==> src/rtl/exc_ctrl.sv <==
// Exception/ERET controller at the MEM commit point: prioritises faults and interrupts,
// drives cp0 exception updates, and holds a flush + fetch redirect until fetch accepts it.
module exc_ctrl #(
    parameter logic [31:0] EXC_VECTOR = 32'hBFC00380
) (
    input  logic        clk,
    input  logic        rst,
    input  logic        mem_valid,
    input  logic        mem_stall,
    input  logic [31:0] mem_pc,
    input  logic        mem_bd,
    input  logic        f_adel,
    input  logic        f_tlb_miss,
    input  logic        ri,
    input  logic        sys,
    input  logic        bp,
    input  logic        ov,
    input  logic        d_adel,
    input  logic        d_ades,
    input  logic        d_tlbl,
    input  logic        d_tlbs,
    input  logic [31:0] mem_badvaddr,
    input  logic        eret,
    input  logic [7:0]  interrupt_flag,
    input  logic        allow_int,
    input  logic [31:0] epc,
    output logic        en_exp_o,
    output logic        exp_bd,
    output logic        exp_badvaddr_we,
    output logic        clear_exl,
    output logic [4:0]  exc_code,
    output logic [31:0] exp_epc,
    output logic [31:0] exp_badvaddr,
    output logic        flush,
    output logic        redirect_valid,
    output logic [31:0] redirect_pc,
    input  logic        redirect_ready
);

    typedef enum logic {IDLE, REDIRECT} state_t;
    state_t state;

    logic        commit;
    logic        take_int;
    logic        any_exc;
    logic [4:0]  code;
    logic        bv_we;
    logic [31:0] bv;

    assign commit = (state == IDLE) && mem_valid && !mem_stall;

    // Priority chain; only address-class faults report a bad virtual address.
    always_comb begin
        take_int = allow_int && (|interrupt_flag);
        any_exc  = take_int | f_adel | f_tlb_miss | ri | sys | bp | ov |
                   d_adel | d_ades | d_tlbl | d_tlbs;
        code     = 5'd0;
        bv_we    = 1'b0;
        bv       = mem_badvaddr;
        if (take_int) begin
            code = 5'd0;
        end else if (f_adel) begin
            code = 5'd4;  bv_we = 1'b1; bv = mem_pc;
        end else if (f_tlb_miss) begin
            code = 5'd2;  bv_we = 1'b1; bv = mem_pc;
        end else if (ri) begin
            code = 5'd10;
        end else if (sys) begin
            code = 5'd8;
        end else if (bp) begin
            code = 5'd9;
        end else if (ov) begin
            code = 5'd12;
        end else if (d_adel) begin
            code = 5'd4;  bv_we = 1'b1;
        end else if (d_ades) begin
            code = 5'd5;  bv_we = 1'b1;
        end else if (d_tlbl) begin
            code = 5'd2;  bv_we = 1'b1;
        end else if (d_tlbs) begin
            code = 5'd3;  bv_we = 1'b1;
        end
    end

    always_ff @(posedge clk or posedge rst) begin
        if (rst) begin
            state           <= IDLE;
            en_exp_o        <= 1'b0;
            exp_bd          <= 1'b0;
            exp_badvaddr_we <= 1'b0;
            clear_exl       <= 1'b0;
            exc_code        <= 5'd0;
            exp_epc         <= 32'd0;
            exp_badvaddr    <= 32'd0;
            flush           <= 1'b0;
            redirect_valid  <= 1'b0;
            redirect_pc     <= 32'd0;
        end else begin
            en_exp_o        <= 1'b0;
            clear_exl       <= 1'b0;
            exp_badvaddr_we <= 1'b0;
            case (state)
                IDLE: begin
                    if (commit && any_exc) begin
                        en_exp_o        <= 1'b1;
                        exc_code        <= code;
                        exp_bd          <= mem_bd;
                        exp_epc         <= mem_bd ? mem_pc - 32'd4 : mem_pc;
                        exp_badvaddr_we <= bv_we;
                        exp_badvaddr    <= bv;
                        flush           <= 1'b1;
                        redirect_valid  <= 1'b1;
                        redirect_pc     <= EXC_VECTOR;
                        state           <= REDIRECT;
                    end else if (commit && eret) begin
                        clear_exl      <= 1'b1;
                        flush          <= 1'b1;
                        redirect_valid <= 1'b1;
                        redirect_pc    <= epc;
                        state          <= REDIRECT;
                    end
                end
                REDIRECT: begin
                    if (redirect_ready) begin
                        flush          <= 1'b0;
                        redirect_valid <= 1'b0;
                        state          <= IDLE;
                    end
                end
                default: state <= IDLE;
            endcase
        end
    end

endmodule

==> config.mk <==
export PLATFORM = sky130hd
export DESIGN_NAME = exc_ctrl
export DESIGN_NICKNAME = d
export VERILOG_FILES = /design/src/rtl/exc_ctrl.sv
export SDC_FILE = /design/constraint.sdc
export NUM_CORES = 1
export LEC_CHECK = 0
export ABC_AREA = 1
export CAP_MARGIN = 20
export CELL_PAD_IN_SITES_DETAIL_PLACEMENT = 0
export CELL_PAD_IN_SITES_GLOBAL_PLACEMENT = 1
export CORE_ASPECT_RATIO = 0.8
export CORE_MARGIN = 2
export CORE_UTILIZATION = 29
export CTS_CLUSTER_DIAMETER = 50
export DETAILED_ROUTE_END_ITERATION = 10
export HOLD_SLACK_MARGIN = 0.06
export PLACE_DENSITY_LB_ADDON = 0.1
export SLEW_MARGIN = 10
export SYNTH_ARGS = -nofsm -noshare
export SYNTH_HDL_FRONTEND = slang
export SYNTH_SLANG_ARGS = --single-unit
export TNS_END_PERCENT = 10
==> constraint.sdc <==
create_clock -name clk -period 3.7 [get_ports clk]
set_input_delay 0.555 -clock clk [delete_from_list [all_inputs] [get_ports clk]]
set_output_delay 0.555 -clock clk [all_outputs]
set_load 0.02 [all_outputs]
==> results.toml <==
[outcome]
outcome = "finished clean"

[global_routing]
antenna_found_initial = 0
grt_pass1_wl_mm = 27.27
grt_max_degree = 72
grt_pass1_vias = 5075
grt_util_all_layers_pct = 17.88
overflow = 0

[sta]
setup_violations = 0
slew_viol_final = 0
maxSlewHeadroom_pct = 38.91
final.min_clock_period_ps = 2602
skew_ps = 4.665
finalHoldViolations = 0
rsz0062_at_grt = "false"
tightest_slew_ps = 916.4
max_freq_mhz = 384.3
final.period_utilization_pct = 70.33
setup_tns_ps = 0

[layout]
multi_input_area_mm2 = 0.002302
drive_gt1_share_pct = 3.719
antennaDiodeCount = 0
regArea_mm2 = 0.002653
nFillCells = 1845
final_nets = 1059
area_growth_pct = 52.44

[clock_tree]
ctsHoldBuffers = 0
worstSkewPairLatency_ps = 350
post-cts-setup-buffers = 0
htree_levels = 3
clk_pin_slew_ps = 70
cts_tree = "done"
cts.sinks = 106
cts_resized = 0
cts_inserted_buffers = 9
cts_root_buffer = "clkbuf_16"
clock_path_buffers = 2

[route]
wirelength_mm = 17.42
first_iter_violations = 229
viasPerCell = 4.459
dr.pass1.iters = 5
remaining_drc_errors = 0
antenna_left = 0
wl_per_cell_um = 14.88
vias = 5221

[worst_setup_path]
end_kind = "register"
crit_required_ps = 3910
max_stage_delay_ps = 410
cp.arrival_ps = 2810
path_max_fanout = 41
critPathLaunch = "interrupt_flag[5]"
ff2ff_path_depth = 7
path_delay_family = "buffers and inverters"
worstSetupPathType = "primary input to register"
crit_buf_inv = 3
crit_path_cell_trace = "clkdlybuf4s50_1 > nor2_1 > nand2_1 > o21ai_2 > buf_4 > nand3_1 > nand2_4 > nand2_2 > inv_2 > o21ai_0"
r2r_slack_ps = 1600
rr_startpoint = "state"
rr_endpoint = "exp_epc[26]"
crit_path_start_kind = "primary input"
critPathSlowestCell = "clkdlybuf4s50_1"

[synthesis]
yosysMostFrequentCell = "nand2_1"
yosys.area.top_type = "dfrtp_1"
yosysSeqAreaShare_pct = 50.01
yosys_warnings = 0
ys_ff_latch = 106
synth_area_leaders = "dfrtp_1 50%, nand2_1 22%, nor2_1 6.7%"
synthCells = 720
synth.avg_cell_area_um2 = 7.366
yosysUniqueCellTypes = 26
synth_top_area_share_pct = 50.01
yosys_most_used_dff = "dfrtp_1"
async_flop_share_pct = 100.0
syn_area_mm2 = 0.005304
synth_common_cells = "308 x nand2_1, 106 x dfrtp_1, 95 x nor2_1"
synthesis.nets = 843
synth_edf_count = 0

[floorplanning]
die_h_um = 125.0
placementRows = 44
ios = 229
die_area_mm2 = 0.01939
core_mm2 = 0.01806
start_util_pct = 29.37
fp.dieW_um = 155.2

[placed_design]
place_hpwl_mm = 13.25
numPortBuffers = 227
gp_congestion = 0.8004

[power_and_ir_drop]
finalPower_mw = 3.727
ir_drop_v = 0.0002474
power_density_mw_per_mm2 = 460.9
leakage_nw = 3.792

[worst_hold_path]
min_from = "redirect_pc[3]"
hold_class = "register to register"
holdPathStages = 2
hold_end = "redirect_pc[3]"

[job]
cap_violations = 0
## worst max-delay path by stage
stage	to	cells past startpoint
after detailed placement	state	10
after CTS	state	10
after global placement	state	10
after floorplan	clear_exl	1
after global routing	state	10
final	state	10
## metal layers
metal	part of all wire, %	track usage (%)	vias up
li1	-	-	2654
met1	48	25.48	2396
met2	43	26.61	159
met3	7.6	5.269	12
met4	1.5	4.695	0
met5	0	0	-
## through the flow
step	util, %	cell area, um2	setup WS [ps]	cells	hold WS (ps)
global route	44.78	8085	834.7	1171	497.5
detailed placement	42.97	7759	703.4	1155	458.9
CTS	44.78	8085	1049	1171	475.8
global placement	42.97	7759	791.0	1155	455.5
floorplan	-	5304	356.1	720	489.3
finish	44.78	8085	1098	1171	475.8
## worst register-to-register path, cell delays in order, from the launching register on
cell     delay (ps)
dfrtp_1         380
inv_1            70
nand2_1          40
nor2_1          250
nand2_4         310
inv_2           720
nand3_1         180
nand2_1         100
## flip-flops by register name, summed over array words and instances, names as in the netlist
| signal | count |
|---|---|
| exp_epc | 32 |
| exp_badvaddr | 32 |
| clear_exl | 1 |
| exp_badvaddr_we | 1 |
| redirect_pc | 32 |
| en_exp_o | 1 |
| exp_bd | 1 |
| state | 1 |
| exc_code | 4 |
| redirect_valid | 1 |
## power breakdown
group	leakage (nW)	internal, mW	switching [mW]
sequential	1.33	1.36	0.120
clock	0.153	0.600	0.459
combinational	2.31	0.569	0.623
total	3.79	2.52	1.20
## cell usage in the layout (no fill, tap or decap), types with 3 or more instances in the layout
cell type	netlist	routed
nand2_1	308	307
nand3_1	35	35
nor3_1	3	3
nor2_1	95	95
nand4_1	5	5
inv_2	3	3
xor2_1	18	18
inv_1	44	43
clkdlybuf4s50_1	0	227
clkbuf_16	0	9
buf_4	11	6
o21ai_1	6	6
dfrtp_1	106	106
o21ai_0	53	53
## layout make-up
cell class / instances / area share (%)
multi-input cells: 538 / 28.47
clock inverters: 7 / 1.253
inverters: 47 / 2.213
flip-flops and latches: 106 / 32.81
repair buffers: 234 / 28.91
well taps: 230 / 3.559
clock buffers: 9 / 2.786
## cell families (layout without fill, tap and decap cells)
logic type	after synthesis	count (layout)	synth area share, %
and+or+nand+nor	456	456	34.06
other	1	1	0.07070
buffers and inverters	76	297	6.723
xor gates and xnor gates	18	18	2.972
DFF	106	106	50.01
AOI/OAI and AO/OA	62	62	5.921
adders and majority gates	1	1	0.2359
(Power assumes the default switching activity.)
